### src/rtl/sparc_ifu_parseq.sv
// Serializes a multi-word IFU block through one shared 32b parity generator,
// collects per-word parity, optionally checks it against stored parity, and returns a response.
module sparc_ifu_parseq #(
    parameter int NWORDS = 4,
    parameter int TAGW   = 2
) (
    input  logic                   rclk,
    input  logic                   reset,
    input  logic                   req_vld,
    output logic                   req_rdy,
    input  logic [32*NWORDS-1:0]   req_data,
    input  logic [NWORDS-1:0]      req_par,
    input  logic                   req_chk,
    input  logic [TAGW-1:0]        req_tag,
    output logic [31:0]            par_in,
    input  logic                   par_out,
    output logic                   rsp_vld,
    input  logic                   rsp_rdy,
    output logic [NWORDS-1:0]      rsp_par,
    output logic [NWORDS-1:0]      rsp_errmask,
    output logic                   rsp_err,
    output logic [TAGW-1:0]        rsp_tag,
    output logic                   busy
);

    localparam int CNTW = (NWORDS > 1) ? $clog2(NWORDS) : 1;
    localparam logic [CNTW-1:0] LAST = CNTW'(NWORDS - 1);

    typedef enum logic [1:0] {
        IDLE = 2'd0,
        CALC = 2'd1,
        RESP = 2'd2
    } state_t;

    state_t            state_reg;
    logic [CNTW-1:0]   cnt_reg;
    logic [NWORDS-1:0] gen_reg;
    logic [NWORDS-1:0] gen_next;
    logic [NWORDS-1:0] exp_par_reg;
    logic [NWORDS-1:0] errmask_reg;
    logic              chk_reg;
    logic [TAGW-1:0]   tag_reg;
    logic [31:0]       word_reg [NWORDS];
    logic              accept;

    assign accept = (state_reg == IDLE) && req_vld;

    // Word storage carries no reset: it is only read while CALC, after a capture.
    // gen_next drops the generator result into the slot selected by cnt.
    for (genvar gi = 0; gi < NWORDS; gi++) begin : g_word
        always_ff @(posedge rclk) begin
            if (accept) begin
                word_reg[gi] <= req_data[32*gi +: 32];
            end
        end

        assign gen_next[gi] = (state_reg == CALC && cnt_reg == CNTW'(gi)) ? par_out : gen_reg[gi];
    end

    always_ff @(posedge rclk) begin
        if (reset) begin
            state_reg   <= IDLE;
            cnt_reg     <= '0;
            gen_reg     <= '0;
            exp_par_reg <= '0;
            errmask_reg <= '0;
            chk_reg     <= 1'b0;
            tag_reg     <= '0;
        end else begin
            case (state_reg)
                IDLE: begin
                    if (req_vld) begin
                        exp_par_reg <= req_par;
                        chk_reg     <= req_chk;
                        tag_reg     <= req_tag;
                        cnt_reg     <= '0;
                        state_reg   <= CALC;
                    end
                end
                CALC: begin
                    gen_reg <= gen_next;
                    if (cnt_reg == LAST) begin
                        // Mask is latched with the final bit so it stays frozen through RESP.
                        errmask_reg <= chk_reg ? (gen_next ^ exp_par_reg) : '0;
                        cnt_reg     <= '0;
                        state_reg   <= RESP;
                    end else begin
                        cnt_reg <= cnt_reg + CNTW'(1);
                    end
                end
                RESP: begin
                    if (rsp_rdy) begin
                        state_reg <= IDLE;
                    end
                end
                default: state_reg <= IDLE;
            endcase
        end
    end

    assign req_rdy     = (state_reg == IDLE);
    assign busy        = (state_reg != IDLE);
    assign rsp_vld     = (state_reg == RESP);
    assign par_in      = (state_reg == CALC) ? word_reg[cnt_reg] : 32'h0;
    assign rsp_par     = gen_reg;
    assign rsp_errmask = errmask_reg;
    assign rsp_err     = |errmask_reg;
    assign rsp_tag     = tag_reg;

endmodule

### config.mk
export PLATFORM = sky130hd
export DESIGN_NAME = sparc_ifu_parseq
export DESIGN_NICKNAME = d
export VERILOG_FILES = /design/src/rtl/sparc_ifu_parseq.sv
export SDC_FILE = /design/constraint.sdc
export NUM_CORES = 1
export LEC_CHECK = 0
export CAP_MARGIN = 0
export CORE_ASPECT_RATIO = 1.75
export CORE_UTILIZATION = 44
export CTS_BUF_LIST = sky130_fd_sc_hd__clkbuf_4
export DETAILED_ROUTE_END_ITERATION = 8
export DONT_BUFFER_PORTS = 1
export SLEW_MARGIN = 25
export SYNTH_ARGS = -nofsm -noshare
export SYNTH_HDL_FRONTEND = slang
export SYNTH_SLANG_ARGS = --single-unit
### constraint.sdc
create_clock -name rclk -period 6.7 [get_ports rclk]
set_input_delay 1.34 -clock rclk [delete_from_list [all_inputs] [get_ports rclk]]
set_output_delay 1.34 -clock rclk [all_outputs]
set_load 0.02 [all_outputs]
==> reports/qor.yml <==
crit_fanout: 17
wire_per_inst_um: 20.9
yosysTopAreaCellShare: 0.663
synth_top_family_by_area: "multiplexers"
grt_pass1_wl_um: 15100
overflow: 0
numCtsBuffers: 17
htree_levels: 4
die_area_mm2: 0.0137
clkPwrFrac: 0.286
worstPathRequired_ps: 5360
min_path_cells: 2
syn-cell-area_mm2: 0.00580
ys_ff_latch: 149
path_class: "reg -> out"
synthArstFlopShare: 0
status: "finished clean"
io_pins: 186
synth_enable_flop_cells: 128
cts_buffer_depth: 2
grt_start_max_net_pins: 76
antenna_found_initial: 3
maxCapViolCount: 0
synth.top_cells.by_count: "128 x edfxtp_1, 33 x nor2b_1, 32 x mux4_2"
postRouteWirelength_um: 10500
viasPerCell: 5.50
seq_area_frac_synth: 0.735
synthXorXnorAreaFrac: 0.00151
core-area_mm2: 0.0129
use_met3: 0.0564
p_int_mw: 1.28
start_kind: "flip-flop"
switching_share: 0.252
hold_viol_final: 0
gp_congestion: 0.736
num_vias: 2754
root_buffer: "clkbuf_4"
drt.antenna.violating_nets: 0
fin_nets: 458
clk_latency_ps: 500
cts_sinks: 149
multi_input_area_mm2: 0.00143
total_power_mw: 1.71
post-synth-top-count-cell: "edfxtp_1"
power_density_mw_per_mm2: 276
p_switching_uw: 430
worstRegToRegCells: 3
fmax_ghz: 0.261
cts_setup_buffers: 0
synth-compound-area-share: 0.0250
timing.setup.tns_ps: 0
grt_usage: 0.158
power_leakage_nw: 1.93
end_kind: "primary output"
rsz0062_at_grt: "false"
synthAdderAreaFrac: 0.00863
dr.pass1.iters: 4
seqCellArea_mm2: 0.00427
yosys.area_share.simple: 0.0858
relSlewSlack: 0.387
combPwrFrac: 0.072
finalClockSkew_ps: 16.6
utilization: 0.481
ctsResizeCount: 0
grt.busiest_layer: "met2"
final.fill_count: 1097
post-dp-hpwl_um: 7030
synth_mux_area_frac: 0.124
initial_core_util: 0.451
finalCritPeriodShare: 0.571
fp.dieH_um: 154
grt_pass1_vias: 2926
finalSetupViolations: 0
place.port_buffers: 0
syn_nets: 453
die_w_um: 88.8
min_path_type: "reg -> reg"
num_rows: 55
ys_top_cells_by_area: "edfxtp_1 66%, mux4_2 12%, dfxtp_1 7.2%"
ys_types: 31
cts_tree: "done"
synth_top_flop_cell: "edfxtp_1"
drt-initial-drc-count: 104
power_frac_seq: 0.643
grtUsageMet2: 0.287
arrival_ps: 2490
syn_inst: 309
worstMarginPinSlew_ps: 919
avgSynthCellArea_um2: 18.8
drive_gt1_frac: 0.223
yosysWarnings: 0
post-route-min-period_ps: 3830
synth_top_area_cell: "edfxtp_1"
use_met1: 0.146
slew_violations: 0
largest_reg_flops: 128
area_growth_pct: 6.82
worst_ir_drop_vdd_uv: 170
drc_errors: 0
cts_hold_buffers: 0
clkSlewWorstSetupHoldPaths_ps: 130
placed cells by master (no fill, tap or decap), types with 2 or more instances in the layout:
master        n
clkinv_4      4
nor2_1        5
or4b_1        2
dfxtp_2       2
a21oi_1      14
ha_1          4
inv_8         2
nand2_1      17
clkinvlp_4    4
clkbuf_4     17
inv_1         3
inv_6         3
o211ai_1      2
edfxtp_1    128
nor2b_1      33
diode_2       3
a2111o_1      3
mux4_2       32
buf_4         2
nand3_1       2
nand3b_1     11
dfxtp_1      19
and4b_1       3
power groups by stage:
| stage | clock network, mW | registers, mW | logic [mW] |
|---|---|---|---|
| global route | 0.539 | 1.10 | 0.133 |
| global placement | 0 | 1.12 | 0.123 |
| floorplan | 0 | 1.11 | 0.116 |
| finish | 0.488 | 1.10 | 0.123 |
| CTS | 0.507 | 1.10 | 0.125 |
| detailed placement | 0 | 1.12 | 0.125 |
final timing paths:
check	startpoint	end	slack (ps)
worst max-delay path	flip-flop	par_in[6]	2870
worst min-delay path	exp_par_reg[2]$_SDFFE_PP0P_	exp_par_reg[2]$_SDFFE_PP0P_	480
worst max register to register	state_reg[0]$_SDFFE_PP0P_	word_reg[1][13]$_DFFE_PP_	3750
worst min register to register	exp_par_reg[2]$_SDFFE_PP0P_	exp_par_reg[2]$_SDFFE_PP0P_	480
through the flow:
| step | cells | instance area, µm² | hold WS (ps) | worst slack (ps) |
|---|---|---|---|---|
| floorplan | 309 | 5800 | 444 | 1490 |
| global placement | 466 | 5940 | 456 | 2980 |
| detailed placement | 466 | 5940 | 457 | 2890 |
| CTS | 498 | 6190 | 476 | 2720 |
| global route | 501 | 6200 | 496 | 2620 |
| finish | 501 | 6200 | 476 | 2870 |
layout make-up:
class,instances,area share
flip-flops and latches,149,0.689
multi-input cells,140,0.230
well taps,171,0.0345
clock buffers,17,0.0206
clock inverters,15,0.0198
inverters,4,0.00283
repair buffers,2,0.00242
diodes,3,0.00121
kinds of logic after synthesis:
kind of cell | count (synthesis)
flip-flops | 149
AND/OR/NAND/NOR | 81
multiplexers | 32
AO/OA/AOI/OAI | 22
buffers and inverters | 20
adder cells (fa/ha/maj) | 4
XOR/XNOR | 1
metal layers:
layer	vias to the layer above	share of wire
met4	0	0.026
met3	18	0.071
met2	115	0.58
li1	1224	-
met1	1397	0.33
met5	-	0
worst max-delay path: stages, from the launching register on:
cell     delay [ps]
dfxtp_2         740
buf_4           470
mux4_2          540
nor2b_1         230
Note: power is estimated with default switching activity, not from simulation.
